==> src/rtl/muldiv_pkg.sv <==
// muldiv_pkg: shared types and constants for the RV32M multiply/divide unit
//   XLEN_DEFAULT       operand/result width
//   REG_ADDR_W_DEFAULT destination register index width
//   muldiv_op_e        funct3 encodings of the M-extension ops
//   muldiv_state_e     unit FSM states
package muldiv_pkg;
    localparam int XLEN_DEFAULT       = 32;
    localparam int REG_ADDR_W_DEFAULT = 5;
    typedef enum logic [2:0] {
        OP_MUL    = 3'd0,
        OP_MULH   = 3'd1,
        OP_MULHSU = 3'd2,
        OP_MULHU  = 3'd3,
        OP_DIV    = 3'd4,
        OP_DIVU   = 3'd5,
        OP_REM    = 3'd6,
        OP_REMU   = 3'd7
    } muldiv_op_e;
    typedef enum logic [1:0] {IDLE, BUSY, FIX, DONE} muldiv_state_e;
endpackage

==> src/rtl/muldiv_if.sv <==
// muldiv_if: request/result handshake bundle between the core and the muldiv unit
//   master (core):  drives flush, in_valid/in_op/in_a/in_b/in_rd, out_ready
//   slave  (unit):  drives in_ready, out_valid/out_result/out_rd/out_wen/out_err
interface muldiv_if
    import muldiv_pkg::*;
#(
    parameter int XLEN       = XLEN_DEFAULT,
    parameter int REG_ADDR_W = REG_ADDR_W_DEFAULT
);
    logic                  flush;
    logic                  in_valid;
    logic                  in_ready;
    muldiv_op_e            in_op;
    logic [XLEN-1:0]       in_a;
    logic [XLEN-1:0]       in_b;
    logic [REG_ADDR_W-1:0] in_rd;
    logic                  out_valid;
    logic                  out_ready;
    logic [XLEN-1:0]       out_result;
    logic [REG_ADDR_W-1:0] out_rd;
    logic                  out_wen;
    logic                  out_err;
    modport master (
        output flush, in_valid, in_op, in_a, in_b, in_rd, out_ready,
        input  in_ready, out_valid, out_result, out_rd, out_wen, out_err
    );
    modport slave (
        input  flush, in_valid, in_op, in_a, in_b, in_rd, out_ready,
        output in_ready, out_valid, out_result, out_rd, out_wen, out_err
    );
endinterface

==> src/rtl/muldiv_step.sv <==
// muldiv_step: one combinational iteration on the {hi, lo} register pair
//   i_is_div  select restore-subtract (1) or shift-add (0); present only with MULDIV_DIV_EN
//   i_hi/i_lo accumulator high half / multiplier-or-dividend-and-quotient low half
//   i_b       multiplicand or divisor magnitude
//   o_hi/o_lo next {hi, lo}
// Build option: MULDIV_DIV_EN adds the restoring-division datapath.
module muldiv_step #(
    parameter int XLEN = 32
) (
`ifdef MULDIV_DIV_EN
    input  logic            i_is_div,
`endif
    input  logic [XLEN-1:0] i_hi,
    input  logic [XLEN-1:0] i_lo,
    input  logic [XLEN-1:0] i_b,
    output logic [XLEN-1:0] o_hi,
    output logic [XLEN-1:0] o_lo
);
    logic [XLEN:0] w_sum;
    // Add the multiplicand when the multiplier LSB is set, then shift the pair right.
    assign w_sum = {1'b0, i_hi} + (i_lo[0] ? {1'b0, i_b} : '0);
`ifdef MULDIV_DIV_EN
    logic [XLEN:0]   w_shl;
    logic [XLEN-1:0] w_diff;
    logic            w_fit;
    // Partial remainder is always below the divisor, so the shifted value fits XLEN+1 bits
    // and a successful subtraction leaves a result that fits XLEN bits.
    assign w_shl  = {i_hi, i_lo[XLEN-1]};
    assign w_fit  = w_shl >= {1'b0, i_b};
    assign w_diff = w_shl[XLEN-1:0] - i_b;
    assign o_hi   = i_is_div ? (w_fit ? w_diff : w_shl[XLEN-1:0]) : w_sum[XLEN:1];
    assign o_lo   = i_is_div ? {i_lo[XLEN-2:0], w_fit} : {w_sum[0], i_lo[XLEN-1:1]};
`else
    assign o_hi   = w_sum[XLEN:1];
    assign o_lo   = {w_sum[0], i_lo[XLEN-1:1]};
`endif
endmodule

==> src/rtl/muldiv_unit.sv <==
// muldiv_unit: iterative RV32M multiply/divide execute unit
//   clk    rising-edge clock
//   rst_n  asynchronous active-low reset
//   bus    muldiv_if.slave: flush, in_* request handshake, out_* result handshake
// Build option: MULDIV_DIV_EN enables DIV/DIVU/REM/REMU; without it those ops
// complete immediately with out_result=0 and out_err=1.
module muldiv_unit
    import muldiv_pkg::*;
#(
    parameter int XLEN       = XLEN_DEFAULT,
    parameter int REG_ADDR_W = REG_ADDR_W_DEFAULT
) (
    input  logic     clk,
    input  logic     rst_n,
    muldiv_if.slave  bus
);
    localparam logic [5:0] LAST = 6'(XLEN - 1);
    muldiv_state_e         r_state, w_state_n;
    logic [5:0]            r_cnt;
    logic [XLEN-1:0]       r_hi, r_lo, r_b, r_result;
    logic [1:0]            r_fn;
    logic                  r_neg, r_err;
    logic [REG_ADDR_W-1:0] r_rd;
    logic                  w_accept, w_sgn_a, w_sgn_b, w_sa, w_sb, w_neg, w_fast, w_fast_err;
    logic [XLEN-1:0]       w_mag_a, w_mag_b, w_fast_res, w_hi_n, w_lo_n, w_mul_res, w_fix_res;
    logic [2*XLEN-1:0]     w_prod;
    assign w_accept = bus.in_valid & (r_state == IDLE) & ~bus.flush;
    assign w_sgn_a  = bus.in_op inside {OP_MULH, OP_MULHSU, OP_DIV, OP_REM};
    assign w_sgn_b  = bus.in_op inside {OP_MULH, OP_DIV, OP_REM};
    assign w_sa     = w_sgn_a & bus.in_a[XLEN-1];
    assign w_sb     = w_sgn_b & bus.in_b[XLEN-1];
    assign w_mag_a  = w_sa ? -bus.in_a : bus.in_a;
    assign w_mag_b  = w_sb ? -bus.in_b : bus.in_b;
    // Remainder follows the dividend's sign; products and quotients use sa^sb.
    assign w_neg    = (bus.in_op == OP_REM) ? w_sa : w_sa ^ w_sb;
`ifdef MULDIV_DIV_EN
    logic            r_div;
    logic            w_div0, w_ovf;
    logic [XLEN-1:0] w_div_mag, w_div_res;
    assign w_div0     = bus.in_op[2] & (bus.in_b == '0);
    assign w_ovf      = bus.in_op inside {OP_DIV, OP_REM} & (bus.in_a == {1'b1, {(XLEN-1){1'b0}}}) & (&bus.in_b);
    assign w_fast     = w_div0 | w_ovf;
    // funct3[1] separates REM* from DIV*; overflow quotient equals the dividend (INT_MIN).
    assign w_fast_res = w_div0 ? (bus.in_op[1] ? bus.in_a : '1) : (bus.in_op[1] ? '0 : bus.in_a);
    assign w_fast_err = 1'b0;
    assign w_div_mag  = r_fn[1] ? r_hi : r_lo;
    assign w_div_res  = r_neg ? -w_div_mag : w_div_mag;
    assign w_fix_res  = r_div ? w_div_res : w_mul_res;
    muldiv_step #(.XLEN(XLEN)) u_step (
        .i_is_div (r_div),
        .i_hi     (r_hi),
        .i_lo     (r_lo),
        .i_b      (r_b),
        .o_hi     (w_hi_n),
        .o_lo     (w_lo_n)
    );
`else
    assign w_fast     = bus.in_op[2];
    assign w_fast_res = '0;
    assign w_fast_err = 1'b1;
    assign w_fix_res  = w_mul_res;
    muldiv_step #(.XLEN(XLEN)) u_step (
        .i_hi (r_hi),
        .i_lo (r_lo),
        .i_b  (r_b),
        .o_hi (w_hi_n),
        .o_lo (w_lo_n)
    );
`endif
    assign w_prod    = r_neg ? -{r_hi, r_lo} : {r_hi, r_lo};
    assign w_mul_res = (r_fn == 2'b00) ? w_prod[XLEN-1:0] : w_prod[2*XLEN-1:XLEN];
    always_comb begin
        w_state_n = bus.flush ? IDLE :
                    r_state == IDLE ? (w_accept ? (w_fast ? DONE : BUSY) : IDLE) :
                    r_state == BUSY ? ((r_cnt == LAST) ? FIX : BUSY) :
                    r_state == FIX  ? DONE :
                    (bus.out_ready ? IDLE : DONE);
    end
    always_ff @(posedge clk or negedge rst_n) begin
        if (!rst_n) r_state <= IDLE;
        else        r_state <= w_state_n;
    end
    always_ff @(posedge clk or negedge rst_n) begin
        if (!rst_n) begin
            r_cnt    <= '0;
            r_hi     <= '0;
            r_lo     <= '0;
            r_b      <= '0;
            r_fn     <= '0;
            r_neg    <= 1'b0;
            r_err    <= 1'b0;
            r_rd     <= '0;
            r_result <= '0;
`ifdef MULDIV_DIV_EN
            r_div    <= 1'b0;
`endif
        end else if (w_accept) begin
            r_cnt    <= '0;
            r_hi     <= '0;
            r_lo     <= w_mag_a;
            r_b      <= w_mag_b;
            r_fn     <= bus.in_op[1:0];
            r_neg    <= w_neg;
            r_err    <= w_fast & w_fast_err;
            r_rd     <= bus.in_rd;
            r_result <= w_fast_res;
`ifdef MULDIV_DIV_EN
            r_div    <= bus.in_op[2];
`endif
        end else if (r_state == BUSY) begin
            r_cnt <= r_cnt + 6'd1;
            r_hi  <= w_hi_n;
            r_lo  <= w_lo_n;
        end else if (r_state == FIX) begin
            r_result <= w_fix_res;
        end
    end
    assign bus.in_ready   = r_state == IDLE;
    assign bus.out_valid  = r_state == DONE;
    assign bus.out_result = r_result;
    assign bus.out_rd     = r_rd;
    assign bus.out_err    = r_err;
    assign bus.out_wen    = (r_state == DONE) & (r_rd != '0) & ~r_err;
endmodule
==> src/flat_wrapper.sv <==
// flat-port wrapper written by rule: the top's interface ports become plain ports
module muldiv_unit_flat import muldiv_pkg::*;
#(
    parameter int XLEN       = XLEN_DEFAULT,
    parameter int REG_ADDR_W = REG_ADDR_W_DEFAULT
)
  (clk, rst_n, bus_flush, bus_in_valid, bus_in_op, bus_in_a, bus_in_b, bus_in_rd, bus_out_ready, bus_in_ready, bus_out_valid, bus_out_result, bus_out_rd, bus_out_wen, bus_out_err);
  muldiv_if #(.XLEN(XLEN), .REG_ADDR_W(REG_ADDR_W)) bus_i ();
  input  logic clk;
  input  logic rst_n;
  input wire logic [$bits(bus_i.flush)-1:0] bus_flush;
  input wire logic [$bits(bus_i.in_valid)-1:0] bus_in_valid;
  input wire logic [$bits(bus_i.in_op)-1:0] bus_in_op;
  input wire logic [$bits(bus_i.in_a)-1:0] bus_in_a;
  input wire logic [$bits(bus_i.in_b)-1:0] bus_in_b;
  input wire logic [$bits(bus_i.in_rd)-1:0] bus_in_rd;
  input wire logic [$bits(bus_i.out_ready)-1:0] bus_out_ready;
  output wire logic [$bits(bus_i.in_ready)-1:0] bus_in_ready;
  output wire logic [$bits(bus_i.out_valid)-1:0] bus_out_valid;
  output wire logic [$bits(bus_i.out_result)-1:0] bus_out_result;
  output wire logic [$bits(bus_i.out_rd)-1:0] bus_out_rd;
  output wire logic [$bits(bus_i.out_wen)-1:0] bus_out_wen;
  output wire logic [$bits(bus_i.out_err)-1:0] bus_out_err;
  assign bus_i.flush = bus_flush;
  assign bus_i.in_valid = bus_in_valid;
  assign bus_i.in_op = bus_in_op;
  assign bus_i.in_a = bus_in_a;
  assign bus_i.in_b = bus_in_b;
  assign bus_i.in_rd = bus_in_rd;
  assign bus_i.out_ready = bus_out_ready;
  assign bus_in_ready = bus_i.in_ready;
  assign bus_out_valid = bus_i.out_valid;
  assign bus_out_result = bus_i.out_result;
  assign bus_out_rd = bus_i.out_rd;
  assign bus_out_wen = bus_i.out_wen;
  assign bus_out_err = bus_i.out_err;
  muldiv_unit #(.XLEN(XLEN), .REG_ADDR_W(REG_ADDR_W)) u_core (.clk(clk), .rst_n(rst_n), .bus(bus_i));
endmodule
==> config.mk <==
export PLATFORM = sky130hd
export DESIGN_NAME = muldiv_unit_flat
export DESIGN_NICKNAME = d
export VERILOG_FILES = /design/src/rtl/muldiv_pkg.sv /design/src/rtl/muldiv_if.sv /design/src/rtl/muldiv_step.sv /design/src/rtl/muldiv_unit.sv /design/src/flat_wrapper.sv
export SDC_FILE = /design/constraint.sdc
export NUM_CORES = 1
export LEC_CHECK = 0
export BUFFER_PORTS_ARGS = -buffer_cell sky130_fd_sc_hd__buf_2
export CAP_MARGIN = 20
export CORE_UTILIZATION = 65
export DETAILED_ROUTE_END_ITERATION = 10
export PLACE_DENSITY = 0.87
export SLEW_MARGIN = 10
export SYNTH_ARGS = -nofsm -noshare
export SYNTH_HDL_FRONTEND = slang
export SYNTH_HIERARCHICAL = 1
export SYNTH_SLANG_ARGS = --single-unit
==> constraint.sdc <==
create_clock -name clk -period 5.4 [get_ports clk]
set_clock_uncertainty 0.1 [all_clocks]
set_input_delay 1.08 -clock clk [delete_from_list [all_inputs] [get_ports clk]]
set_output_delay 1.08 -clock clk [all_outputs]
set_load 0.03 [all_outputs]
==> out/metrics.yaml <==
logic_synthesis:
  synth_common_cells: "nand2_1, dfrtp_1, a21oi_1, nor2_1, o21ai_0"
  ys_warn_count: 6
  syn_inst: 1448
  synth_seq_cells: 145
  synth-seq-area-share: 0.317
  async_flop_share: 1.00
  yosysTopAreaCell: "dfrtp_1"
  avgSynthCellArea_sq_um: 7.89
  synthDistinctLibCells: 79
  synth-xor-area-share: 0.0919
  syn_nets: 1562
  muxShareOfSynthArea: 0.0207
  synth-compound-area-share: 0.215
  synth-simple-area-share: 0.259
  synth_top_cell_area_share: 0.317
  netlist_area_sq_mm: 0.0114
  synth_most_common_cell: "nand2_1"
  synth_area_leaders: "dfrtp_1, nand2_1, xnor2_1"
  synth_top_family_by_area: "simple AND/OR/NAND/NOR gates"
  synth_ff_type: "dfrtp_1"
  synthAdderAreaFrac: 0.0412
  synth-edff-count: 0
setup_path:
  cp_max_fo: 36
  worstPathCellList: "and2_1 > ha_1 > fa_1 > a211oi_2 > o211ai_2 > a2111oi_4 > nor3b_2 > or4_1 > o311a_1 > nand2_1 > a21oi_1"
  crit_type: "flop to flop"
  critPathSlowestCell: "dfrtp_1"
  max_stage_delay_ps: 680
  r2r-start: "u_core/r_lo[0]$_DFFE_PN0P_"
  rrSetupSlack_ps: 1510
  worst_ep_arrival_time_ps: 4080
  critPathRequiredTime_ps: 5590
  reg2regPathDepth: 11
  critical_path.startpoint: "u_core/r_lo[0]$_DFFE_PN0P_"
  critPathCaptureType: "flop"
  startpoint_type: "flop"
final_layout:
  fin_nets: 1599
  syn2layout_area_growth_pct: 9.06
  num_antenna_cells: 0
  stdcell_count: 1722
  drive_above_1_share: 0.132
timing:
  drv_slew: 0
  hold_viol: 0
  setup_tns_ps: 0
  period_minus_slack_ps: 3890
  relSlewSlack: 0.289
  rsz0062_at_grt: "false"
  setup_viol: 0
  worstMarginPinSlew_ps: 1060
  holdWs_ps: 377
  fmax_mhz: 257
  period_share: 0.721
worst_hold_path:
  min_from: "u_core/r_b[26]$_DFFE_PN0N_"
  holdPathStages: 2
  hold_path.class: "flop to flop"
place:
  dp_cells: 1690
  dp_hpwl_microns: 24100
  port_buffers: 117
  routabilityCongestion: 0.972
floorplanning:
  core_area_sq_mm: 0.0172
  dieArea_sq_mm: 0.0181
  core.rowCount: 48
  die_h_microns: 135
  die_w_microns: 135
  num_io_pins: 118
  initial_core_util: 0.663
global_route:
  antenna_found_initial: 0
  grtUsageTotal: 0.369
  grt_max_degree: 117
  grt-ovfl-total: 0
  grt_pass1_wl_microns: 52400
  grt_pass1_vias: 9977
cts:
  ctsResizeCount: 0
  cts_tree: "done"
  clock_sinks: 145
  clock_latency_ps: 430
  numCtsBuffers: 17
  clk_pin_slew_ps: 70
  htree_levels: 4
  root_buffer: "clkbuf_16"
  postCtsSetupBuffers: 0
  cts_max_path_buffers: 2
  cts_hold_buf: 0
power_and_ir_drop:
  p_leak_uw: 0.00539
  power_density_mw_per_mm2: 484
  finalPower_uw: 6030
  max-vdd-ir-drop_uv: 410
drt:
  via_per_inst: 6.54
  routed_wl_microns: 33000
  dr.pass1.iters: 6
  routedWlPerCell_microns: 19.1
  ant_nets: 0
  drc: 0
  drt_iter0_markers: 1543
  via_count: 11300
job:
  drv_cap: 0
status:
  status: "complete, no violations"
## power by group
group	total, uW	switching [uW]	internal [uW]
logic	2780	1710	1060
clock network	1220	520	695
registers	2040	581	1460
total	6030	2810	3220
## layer usage
metal / track usage / vias up / wire, microns
met5: 0 / - / 0
met4: 0.0993 / 0 / 682
met3: 0.0649 / 68 / 3120
met2: 0.565 / 619 / 14900
met1: 0.540 / 5313 / 14300
li1: - / 5255 / -
## stage by stage
step           area, sq um   util  worst slack (ps)
2_1_floorplan        11400      -              2240
3_3_place_gp         11900  0.688              1720
3_5_place_dp         11900  0.688              1610
4_1_cts              12500  0.723              1580
5_1_grt              12500  0.723              1310
6_report             12500  0.723              1510
## logic make-up after synthesis
| group | count (synthesis) |
|---|---|
| AOI/OAI and AO/OA | 387 |
| xor gates and xnor gates | 120 |
| adders and majority gates | 37 |
| buffers and inverters | 133 |
| DFF | 145 |
| muxes | 23 |
| and+or+nand+nor | 603 |
## placed cells by master, fill, tap and decap left out, types with 18 or more instances in the layout
cell type / n
o21ai_0: 104
ha_1: 36
and2_1: 38
nor3_1: 27
inv_1: 23
dfrtp_1: 145
o31ai_1: 20
xor2_1: 49
nor2_1: 109
mux2i_1: 18
a31oi_1: 25
nand4_1: 18
nand2_1: 243
a21oi_1: 112
a22oi_1: 20
nor4_1: 27
buf_2: 116
nand3_1: 28
xnor2_1: 71
## area by class of cell
type / count / area (sq um)
multi-input combinational: 1170 / 7200
fill: 1346 / 4770
sequential: 145 / 3630
timing repair buffer: 128 / 674
clock buffer: 17 / 425
tap: 225 / 282
clock inverter: 14 / 171
inverter: 23 / 86.3
## state kept, by name, summed over array words and instances (netlist names)
name,cells
u_core/bus.out_result,32
u_core/r_b,32
u_core/r_hi,32
u_core/r_lo,32
u_core/r_cnt,6
u_core/bus.out_rd,5
u_core/r_fn,2
u_core/r_state,2
u_core/bus.out_err,1
u_core/r_neg,1
## critical path, delay by kind of cell, from the launching register on
family,cells,cell delay (ps)
AND/OR/NAND/NOR,4,1000
AO/OA/AOI/OAI,5,1300
adder cells (fa/ha/maj),2,660
flip-flops,1,680
## final timing paths
path,end
worst min register to register,u_core/r_b[26]$_DFFE_PN0N_
min in group asynchronous,u_core/r_lo[11]$_DFFE_PN0P_
worst min-delay path,u_core/r_b[26]$_DFFE_PN0N_
max in group asynchronous,u_core/r_b[9]$_DFFE_PN0N_
worst max-delay path,u_core/r_hi[23]$_DFFE_PN0P_
worst max register to register,u_core/r_hi[23]$_DFFE_PN0P_
No activity file was read; power rests on OpenSTA's default activity.
